### src/rtl/hilbert_cordic_mag.sv
// rtl/hilbert_cordic_mag.sv - iterative CORDIC vectoring: envelope magnitude and phase of an I/Q pair
module hilbert_cordic_mag #(
    parameter int W    = 16,
    parameter int ITER = 12
) (
    input  logic         clk,
    input  logic         rst_cnt,
    input  logic         in_valid,
    output logic         in_ready,
    input  logic [W-1:0] i_in,
    input  logic [W-1:0] q_in,
    output logic         out_valid,
    output logic [W:0]   mag,
    output logic [W-1:0] phase
);

    localparam int XW  = W + 2;
    localparam int LSH = (W >= 16) ? W - 16 : 0;
    localparam int RSH = (W < 16) ? 16 - W : 0;
    localparam int RND = (W < 16) ? (1 << (15 - W)) : 0;
    localparam logic [XW+15:0] MAG_MAX = {{(XW+15-W){1'b0}}, {(W+1){1'b1}}};

    typedef enum logic [1:0] {S_IDLE, S_ROT, S_ITER, S_SCALE} state_t;

    state_t               r_state;
    state_t               w_next;
    logic signed [XW-1:0] r_x;
    logic signed [XW-1:0] r_y;
    logic [W-1:0]         r_z;
    logic [3:0]           r_k;
    logic                 r_zero;
    logic                 r_out_valid;
    logic [W:0]           r_mag;
    logic [W-1:0]         r_phase;

    logic                 w_accept;
    logic signed [XW-1:0] w_xs;
    logic signed [XW-1:0] w_ys;
    logic [W-1:0]         w_atan;
    logic signed [XW+15:0] w_xe;
    logic signed [XW+15:0] w_ke;
    logic signed [XW+15:0] w_prod;
    logic signed [XW+15:0] w_sh;
    logic [W:0]           w_mag_sat;

    // Angle table held at 2^16 = 360 degrees, rescaled to the configured phase width.
    function automatic logic [W-1:0] atan_lut(input logic [3:0] k);
        logic [31:0] a16;
        logic [31:0] v;
        case (k)
            4'd0:    a16 = 32'd8192;
            4'd1:    a16 = 32'd4836;
            4'd2:    a16 = 32'd2555;
            4'd3:    a16 = 32'd1297;
            4'd4:    a16 = 32'd651;
            4'd5:    a16 = 32'd326;
            4'd6:    a16 = 32'd163;
            4'd7:    a16 = 32'd81;
            4'd8:    a16 = 32'd41;
            4'd9:    a16 = 32'd20;
            4'd10:   a16 = 32'd10;
            4'd11:   a16 = 32'd5;
            4'd12:   a16 = 32'd3;
            4'd13:   a16 = 32'd1;
            4'd14:   a16 = 32'd1;
            default: a16 = 32'd0;
        endcase
        v = ((a16 << LSH) + RND) >> RSH;
        return v[W-1:0];
    endfunction

    assign in_ready  = (r_state == S_IDLE);
    assign w_accept  = in_valid && in_ready;
    assign w_xs      = r_x >>> r_k;
    assign w_ys      = r_y >>> r_k;
    assign w_atan    = atan_lut(r_k);

    // Undo the CORDIC gain: 19898/2^15 ~ 1/1.64676.
    assign w_xe      = {{16{r_x[XW-1]}}, r_x};
    assign w_ke      = (XW+16)'(19898);
    assign w_prod    = w_xe * w_ke;
    assign w_sh      = w_prod >>> 15;

    always_comb begin
        w_mag_sat = '0;
        if (w_sh[XW+15])
            w_mag_sat = '0;
        else if (w_sh > MAG_MAX)
            w_mag_sat = MAG_MAX[W:0];
        else
            w_mag_sat = w_sh[W:0];
    end

    always_ff @(posedge clk) begin
        if (rst_cnt)
            r_state <= S_IDLE;
        else
            r_state <= w_next;
    end

    always_comb begin
        w_next = r_state;
        case (r_state)
            S_IDLE:  if (w_accept) w_next = S_ROT;
            S_ROT:   w_next = S_ITER;
            S_ITER:  if (r_k == 4'(ITER - 1)) w_next = S_SCALE;
            S_SCALE: w_next = S_IDLE;
            default: w_next = S_IDLE;
        endcase
    end

    always_ff @(posedge clk) begin
        if (rst_cnt) begin
            r_x         <= '0;
            r_y         <= '0;
            r_z         <= '0;
            r_k         <= '0;
            r_zero      <= 1'b0;
            r_out_valid <= 1'b0;
            r_mag       <= '0;
            r_phase     <= '0;
        end else begin
            r_out_valid <= 1'b0;
            case (r_state)
                S_IDLE: begin
                    if (w_accept) begin
                        r_x    <= {{2{i_in[W-1]}}, i_in};
                        r_y    <= {{2{q_in[W-1]}}, q_in};
                        r_z    <= '0;
                        r_zero <= (i_in == '0) && (q_in == '0);
                    end
                end
                S_ROT: begin
                    // Fold the left half-plane onto the right; the two guard bits absorb -(-2^(W-1)).
                    if (r_x[XW-1]) begin
                        r_x <= -r_x;
                        r_y <= -r_y;
                        r_z <= {1'b1, {(W-1){1'b0}}};
                    end
                    r_k <= '0;
                end
                S_ITER: begin
                    if (!r_y[XW-1]) begin
                        r_x <= r_x + w_ys;
                        r_y <= r_y - w_xs;
                        r_z <= r_z + w_atan;
                    end else begin
                        r_x <= r_x - w_ys;
                        r_y <= r_y + w_xs;
                        r_z <= r_z - w_atan;
                    end
                    r_k <= r_k + 4'd1;
                end
                S_SCALE: begin
                    r_out_valid <= 1'b1;
                    r_mag       <= r_zero ? '0 : w_mag_sat;
                    r_phase     <= r_zero ? '0 : r_z;
                end
                default: ;
            endcase
        end
    end

    assign out_valid = r_out_valid;
    assign mag       = r_mag;
    assign phase     = r_phase;

endmodule

### config.mk
export PLATFORM = sky130hd
export DESIGN_NAME = hilbert_cordic_mag
export DESIGN_NICKNAME = d
export VERILOG_FILES = /design/src/rtl/hilbert_cordic_mag.sv
export SDC_FILE = /design/constraint.sdc
export NUM_CORES = 1
export LEC_CHECK = 0
export ABC_AREA = 1
export CORE_MARGIN = 10
export CORE_UTILIZATION = 30
export CTS_BUF_LIST = sky130_fd_sc_hd__clkbuf_4
export CTS_CLUSTER_DIAMETER = 100
export CTS_CLUSTER_SIZE = 8
export DETAILED_ROUTE_END_ITERATION = 8
export SYNTH_ARGS = -nofsm -noshare
export SYNTH_HDL_FRONTEND = slang
export SYNTH_SLANG_ARGS = --single-unit
### constraint.sdc
create_clock -name clk -period 11 [get_ports clk]
set_input_delay 2.2 -clock clk [delete_from_list [all_inputs] [get_ports clk]]
set_output_delay 2.2 -clock clk [all_outputs]
set_load 0.01 [all_outputs]
==> Word level (Yosys, flattened, before mapping) <==
Memories as Yosys holds them, arrays and structs flattened. A register that Yosys moved wholly into a read port is not among the register bits.
Index checks and enable logic that the tools add are counted.
{ "totals": {"ramBits": 0, "latch_bits": 0, "romBits": 224, "out_inout_bits": 35, "inputBits": 35, "mem_count": 1, "ff_bits": 93} }
{ "op_classes": {"n_eq_ne": 7, "bitwise_logic": 0, "n_reduce_logical": 11, "muxes": 23, "magnitude_cmp": 1, "mul": 1, "div": 0, "n_addsub": 9, "n_shift": 2} }
{ "mem_list": {"columns": ["memory", "words", "word_bits", "read_ports", "rd_clocked_by_memory_dff", "wr", "line_no", "text"], "rows": [
  ["(no name shown)", 16, 14, 1, 1, 0, "50", "case (k)"]
]} }
{ "ops": {"columns": ["cell", "n"], "rows": [
  ["two-way mux 18 bit", 6],
  ["case mux 18 bit (3 select lines)", 2],
  ["two-way mux 16 bit", 4],
  ["two-way mux 17 bit", 3],
  ["case mux 16 bit (3 select lines)", 1],
  ["adder 18 bit", 2],
  ["negation 18 bit", 2],
  [">>> shifter 18 x 4 -> 18 bit", 2],
  ["subtractor 18 bit", 2],
  ["greater-than comparator 34 x 17 -> 1 bit, second input constant", 1],
  ["multiplier 18 x 15 -> 33 bit, second input constant", 1],
  ["logical NOT 16 bit", 2],
  ["adder 16 bit", 1],
  ["subtractor 16 bit", 1],
  ["two-way mux 4 bit", 2],
  ["case mux 2 bit (4 select lines)", 1],
  ["case mux 4 bit (2 select lines)", 1],
  ["AND reduction 2 bit", 3],
  ["adder 4 x 1 -> 4 bit, second input constant", 1],
  ["== test 2 bit, second input constant", 2],
  ["== test 4 bit, second input constant", 1],
  ["two-way mux 2 bit", 2],
  ["inequality test 2 bit, second input constant", 2],
  ["AND reduction 3 bit", 1],
  ["other kinds (7)", 8]
]} }

==> Longest topological paths before layout <==
Gate-level depths: netlist (run 1).
{ "logic_depth": {"ltp_word": 5, "ltp_mapped": 31, "depth_no_buf": 30} }

==> Least setup slack after synthesis (run 1) <==
No wires, ideal clock.
{ "synth_timing": {"path_kind": "register to register", "startpoint": "register r_x[14]", "endpoint": "register r_mag[10], in the netlist mag[10]", "path_stages_with_launch": 25, "t_arrival_ps": 5477, "period_less_slack_ps": 5610, "required_ps": 10868, "setup_slack_ps": 5390, "path_cell_list": "dfxtp_1 inv_1 ha_1 inv_1 fa_1 inv_1 fa_1 fa_1 fa_1 inv_1 fa_1 inv_1 ha_1 a21o_1 a21oi_1 o21ai_0 a221oi_1 nand2_1 nand2_1 nand2_2 nor2_4 buf_2 nand2_1 nand2_1 a21oi_1"} }
{ "synth_via": {"elab_chain_len": 5} }
{ "synth_rtl": {"columns": ["item", "line_no", "text"], "rows": [
  ["from (decl)", "27", "logic signed [XW-1:0] r_x;"],
  ["from (signal assigned)", "127", "r_x <= {{2{i_in[W-1]}}, i_in};"],
  ["from (signal assigned)", "136", "r_x <= -r_x;"],
  ["from (signal assigned)", "144", "r_x <= r_x + w_ys;"],
  ["multiplier 18 x 15 -> 33 bit *", "81", "assign w_prod = w_xe * w_ke;"],
  ["greater-than comparator 34 x 17 -> 1 bit", "88", "else if (w_sh > MAG_MAX)"],
  ["two-way mux 17 bit", "88", null],
  ["two-way mux 17 bit *", "86", "if (w_sh[XW+15])"],
  ["two-way mux 17 bit *", "156", "r_mag <= r_zero ? '0 : w_mag_sat;"],
  ["to (signal assigned)", "156", null],
  ["to (decl)", "33", "logic [W:0] r_mag;"]
]} }
Mark *: on every way between the ends. The rest lies on a longest branch, timed or not.
A chain may end at the register's enable or synchronous reset.

==> Final worst setup path (run 1) <==
{ "layout_timing": {"startpoint": "register r_x[10]", "endpoint": "register r_mag[12], in the netlist mag[12]"} }
The elaborated chain is that of the path after synthesis.

==> results of run 1 <==
worst max-delay path by stage:
stage | startpoint | to
6_report | r_x[10] | mag[12]
5_1_grt | r_x[9] | mag[12]
4_1_cts | r_x[15] | mag[15]
3_5_place_dp | r_x[15] | mag[15]
3_3_place_gp | r_x[10] | mag[15]
2_1_floorplan | r_x[14] | mag[10]
area by class of cell:
class / instances / area, um^2 / area share (%)
sequential: 107 / 2140 / 12.0
inverter: 424 / 1600 / 8.99
multi-input combinational: 1813 / 12200 / 68.5
antenna: 1 / 2.50 / 0.0141
timing repair buffer: 87 / 823 / 4.63
clock buffer: 9 / 67.6 / 0.380
tap: 696 / 871 / 4.90
clock inverter: 7 / 91.3 / 0.513
metal layers:
| metal | share of wire, % | GRT usage, % | vias up |
|---|---|---|---|
| li1 | - | - | 7857 |
| met1 | 48 | 20.9 | 7125 |
| met2 | 44 | 22.9 | 383 |
| met3 | 5.3 | 1.85 | 50 |
| met4 | 2.5 | 4.73 | 0 |
| met5 | 0 | 0 | - |
cell families after synthesis:
logic type | Yosys count | synth area share (%)
buffers and inverters | 499 | 12.1
DFF | 107 | 13.1
xor gates and xnor gates | 65 | 3.54
adders and majority gates | 312 | 29.5
AOI/OAI and AO/OA | 461 | 15.5
and+or+nand+nor | 975 | 26.2
cells in the final DEF (no fill, tap or decap), types with 7 or more instances in the layout:
cell and n:
inv_1 414, nor4_1 13, a31oi_1 23, clkdlybuf4s50_1 68, nor2_1 127, or2_2 12
ha_1 190, nand2_2 15, clkbuf_4 9, nand4_1 24, a21oi_1 220, nor2_4 7
xor2_1 42, nor2_2 7, nand3_1 172, o21ai_0 134, dfxtp_1 106, buf_4 19
nand3_2 13, o21ai_2 7, o21ai_1 13, nor3_1 20, xnor2_1 22, o211ai_1 23
fa_1 121, nand2_1 550
registers in the layout, indices dropped and copies added (netlist names):
signal     cells
r_x           18
r_zero         1
out_valid      1
r_y           18
r_z           16
r_state        2
mag           17
r_k            4
w_atan        14
phase         16
synth_stat cells, types with 3 or more instances:
cell | n | share of area (%)
dfxtp_1 | 107 | 13
buf_1 | 8 | 0.18
o21ai_0 | 134 | 4.1
or2_2 | 12 | 0.46
buf_2 | 16 | 0.49
o21bai_1 | 4 | 0.18
o21a_1 | 3 | 0.14
clkbuf_1 | 40 | 0.92
ha_1 | 191 | 15
xor2_1 | 42 | 2.3
nor2_1 | 127 | 2.9
o21ai_2 | 7 | 0.38
nor4_1 | 13 | 0.50
a21o_1 | 5 | 0.23
o31ai_1 | 6 | 0.28
xnor2_1 | 22 | 1.2
nand3b_1 | 4 | 0.18
nand2_2 | 15 | 0.58
o22ai_1 | 4 | 0.15
nand3_1 | 172 | 5.3
inv_2 | 6 | 0.14
a21oi_1 | 220 | 6.8
o311ai_0 | 3 | 0.16
o211ai_1 | 23 | 1.1
inv_1 | 414 | 9.5
a31oi_1 | 23 | 0.88
a21oi_2 | 3 | 0.16
nand4_1 | 24 | 0.92
nand2_1 | 550 | 13
nor3_1 | 20 | 0.61
buf_6 | 9 | 0.62
a21boi_0 | 3 | 0.14
o21ai_1 | 13 | 0.40
fa_1 | 121 | 15
nor2_2 | 7 | 0.27
nor2_4 | 7 | 0.48
nand3_2 | 13 | 0.80
critical path, cell delays in order (launching register included):
cell,delay [ps]
dfxtp_1,740
inv_1,210
ha_1,360
inv_1,90
fa_1,540
inv_1,50
fa_1,460
fa_1,520
fa_1,550
inv_1,50
fa_1,530
inv_1,40
ha_1,340
a21o_1,220
a21oi_1,180
o21ai_0,140
a221oi_1,370
nand2_1,90
nand2_1,80
nand2_2,90
nor2_4,320
nand2_1,110
nand2_1,70
a21oi_1,60
through the flow:
step / area, um^2 / cells / util [%] / hold WS, ps / worst slack [ps]
2_1_floorplan: 16300 / 2419 / - / 452 / 5390
3_3_place_gp: 17600 / 3127 / 32.8 / 453 / 4850
3_5_place_dp: 17600 / 3127 / 32.8 / 454 / 4770
4_1_cts: 17800 / 3143 / 33.1 / 480 / 4680
5_1_grt: 17800 / 3144 / 33.1 / 498 / 4260
6_report: 17800 / 3144 / 33.1 / 476 / 4600
==> run metrics, run 1 <==
Fin. Hold Viols=0; CTS max path bufs=2; post-CTS setup buffers=0; R2R setup slack=4600 ps; Vias=15,400; status=finished, final reports clean; worst hold path type=reg2reg; 1st-iter DRT viols=1,307; post-detail-place hpwl=38.6 mm; WP data arrival=6800 ps; Worst-Margin Slew=1030 ps; max cap viols=0; cts repair resizes=0; Die X-Extent=253 um; H-tree depth=3; crit share post-route=58.2%; CTS Buf Count=9; Post-CTS Hold Buffers=0; final setup fails=0; Detail Route Antenna Nets=0; Initial Utilization=30.3%; fmax=0.156 GHz; clock latency on the worst-skew pair=580 ps; die height=253 um; DR pass1 iterations=5; WL final=48.2 mm; final slew viol count=0; GPL Wtd Cong=0.930; global route overflow=0; Ys Warns=0; reg2reg start=r_x[10]; fill cell count=5,914; maximum fanout along the worst path=17; # DRC=0; Post-synth EDFFs=0; Period minus WS final=6400 ps; num rows=85; element type at the critical path end=flop; Netlist Area Pre-Place=16,300 um^2; first-pass GRT wire length=77.2 mm; I/O pin total=70; Syn Inst Count=2,419; IO buf count=69; Total GRT Usage=14.8%; Avg Inst Size Synth=6.74 um^2; Hold Startpoint=mag[8]; Worst-path clk slew=230 ps; Post-Syn Nets=2,766; Fin Clk Skew=50.3 ps; vias in the first global route=14,400; routed vias/inst=4.90; total clock sinks=107; Distinct cells, synth=57; CP required=11,400 ps; antenna violations before repair=2; largest net degree at the start of global routing=72; Post-synth top flop=dfxtp_1; R2R cell count=23; Synth async-reset ratio=0%; Root Buffer=clkbuf_4; #FFs+latches synth=107; Seq/Total Area, Yosys=13.1%; Hold EP=mag[8]; Worst slew margin=31.4%; Worst Hold Depth=2; CTS tree=built; RSZ-0062 raised after global routing=false; Setup Crit Path Kind=reg2reg; total core area=53,800 um^2; Synth-to-Final Area Change=9.09%; FF-to-FF End=mag[12]; critical path launch point type=flop; Routed WL per cell=15.3 um; die footprint=64,100 um^2; ratio of cells with drive above 1 in the final layout=4.58%; Fin Setup TNS=0 ps; Nets=2,789
Power of run 1 is left out: the tool's default activity adds up to more than one toggle a clock period on the data nets, which glitch-free logic cannot reach.
==> run 2, diff against run 1 <==
Clock period 11 ns to 6.6 ns, I/O delays scaled along.
==> run 2 against run 1 <==
  * Register-to-register slack got worse by 4100 ps
  * Die area unchanged
  * Hold slack improved by 0.61 ps
  * Flip-flop and latch count unchanged
  * Count of clock-buffer cells in the layout unchanged
  * Final cell count increased by 0.60%
  * Clock skew decreased by 9.3 ps
  * Fmax increased by 5.4%
  * The flow now finishes with violations (design-rule violations)
  * Via count increased by 1.3%
  * Non-clock buffer count increased by 19
  * Critical path type unchanged
  * First-iteration DRC count decreased by 8.6%
==> run metrics, run 2 (synthesis gave the netlist of run 1 again) <==
I/O pin total=70 (unchanged); Fin. Hold Viols=0 (unchanged); Setup Crit Path Kind=reg2reg; first-pass GRT wire length=78.7 mm (+2.0%); Final Non-Filler Cells=3,163 (+0.60%); critical path launch point type=flop; R2R cell count=24 (+4.3%); crit share post-route=92.1% (+34 points); Nets=2,808 (+0.68%); antenna violations before repair=1 (-1); 1st-iter DRT viols=1,195 (-8.6%); total core area=53,800 um^2 (unchanged); Fin Clk Skew=40.9 ps (-9.33 ps); final setup fails=0 (unchanged); CP startpoint=r_x[13]; Synth-to-Final Area Change=10.0%; max cap viols=0 (unchanged); Worst-path clk slew=240 ps (about the same); GPL Wtd Cong=0.927 (-0.25%); WP data arrival=6500 ps (-300 ps); total clock sinks=107 (unchanged); Hold Startpoint=phase[10]; Worst slew margin=31.1% (-0.33 points); DR pass1 iterations=8 (+3); num rows=85 (unchanged); R2R setup slack=520 ps (-4070 ps); Die X-Extent=253 um (unchanged); Worst Hold Depth=2 (unchanged); FF-to-FF End=mag[11]; Vias=15,600 (+1.3%); reg2reg start=r_x[13]; largest net degree at the start of global routing=63 (-13%); # DRC=1 (+1); Hold EP=phase[10]; status=complete, but fails checks; vias in the first global route=14,500 (+0.71%); cells along the critical path=inv_1 -> ha_1 -> inv_1 -> fa_1 -> inv_1 -> fa_1 -> fa_1 -> fa_1 -> inv_1 -> fa_1 -> inv_1 -> ha_1 -> a21o_1 -> a21oi_1 -> o21ai_0 -> a221oi_1 -> nand2_1 -> nand2_1 -> nand2_2 -> nor2_4 -> buf_4 -> nand2_1 -> nand2_1 -> a21oi_1; Crit path max-delay family=adder cells; Fin Setup TNS=0 ps (unchanged); Root Buffer=clkbuf_4; fmax=0.165 GHz (+5.4%); CTS max path bufs=2 (unchanged); routed vias/inst=4.94 (+0.73%); CP max-delay cell=dfxtp_1; Bufs and invs on worst path=6 (+1); clock latency on the worst-skew pair=580 ps (about the same); WL final=49.0 mm (+1.7%); maximum fanout along the worst path=8 (-9); worst hold path type=reg2reg; IO buf count=69 (unchanged); element type at the critical path end=flop; Routed WL per cell=15.5 um (+1.1%); Worst-Margin Slew=1030 ps (+4.97 ps); Critical Path Max Stage Delay=580 ps (-160 ps); CTS Buf Count=9 (unchanged); RSZ-0062 raised after global routing=false; violated checks=design-rule violations; die footprint=64,100 um^2 (unchanged); CP required=7030 ps (-4370 ps); global route overflow=0 (unchanged); most common cell after layout, fill and taps aside=nand2_1; Detail Route Antenna Nets=0 (unchanged); Period minus WS final=6080 ps (-328 ps); post-detail-place hpwl=39.6 mm (+2.5%); hold_ws=477 ps (+0.605 ps); final slew viol count=0 (unchanged); total placed cells including tap cells=3,144 (+0.54%); H-tree depth=3 (unchanged); CTS tree=built; ratio of cells with drive above 1 in the final layout=5.35% (+0.78 points); most frequent cells in the layout=nand2_1 (550), inv_1 (414), a21oi_1 (220); die height=253 um (unchanged); Initial Utilization=30.3% (unchanged); Total GRT Usage=15.2% (+0.37 points)
[run 2: final cells by class]
class                           instances  area, um^2
Clock inverter                          7        83.8
Antenna cell                            1        2.50
Fill cell                            5942       35900
Tap cell                              696         871
Multi-Input combinational cell       1813       12200
Inverter                              424        1600
Sequential cell                       107        2140
Clock buffer                            9        67.6
Timing Repair Buffer                  106         978
[run 2: how the worst max path moves through the flow]
stage | end | cells after the start
final | mag[11] | 24
after global routing | mag[13] | 22
after CTS | mag[11] | 24
after global placement | mag[16] | 26
after floorplan | mag[10] | 24
after detailed placement | mag[11] | 24
[run 2: worst register-to-register path, delay by kind of cell (launching register included)]
| family | cells | cell delay [ps] |
|---|---|---|
| buf+inv | 6 | 540 |
| simple gates | 6 | 550 |
| compound gates | 5 | 970 |
| fa+ha+maj | 7 | 3290 |
| flops | 1 | 580 |
[run 2: per-layer routing]
metal | GRT usage [%] | vias up | wire length, um
li1 | - | 7903 | -
met1 | 21.5 | 7271 | 23400
met2 | 24.6 | 420 | 22200
met3 | 1.65 | 28 | 2770
met4 | 2.72 | 0 | 607
met5 | 0 | - | 0
[run 2: repair_timing]
item | CTS | global route
buffers inserted | 0 | 2
setup endpoints to repair | 0 | 15
hold buffers | 0 | 0
endpoints found under the hold margin | 0 | 0
resized for setup | 0 | 1
[run 2: through the flow]
stage                     setup WS (ps)  instance area, um^2  util, %
after floorplan                     990                16300        -
after global placement              680                17800     33.0
after detailed placement            549                17800     33.0
after CTS                           459                17900     33.3
final                               524                17900     33.3
after global routing                116                17900     33.3
Power of run 2 is left out for the same reason.
==> run 3, diff against run 2 <==
Settings changed: TNS_END_PERCENT from default to 20.
==> results of run 3 <==
The final DEF is identical to that of run 2; final timing and power are the same.
Power of run 3 is left out for the same reason.
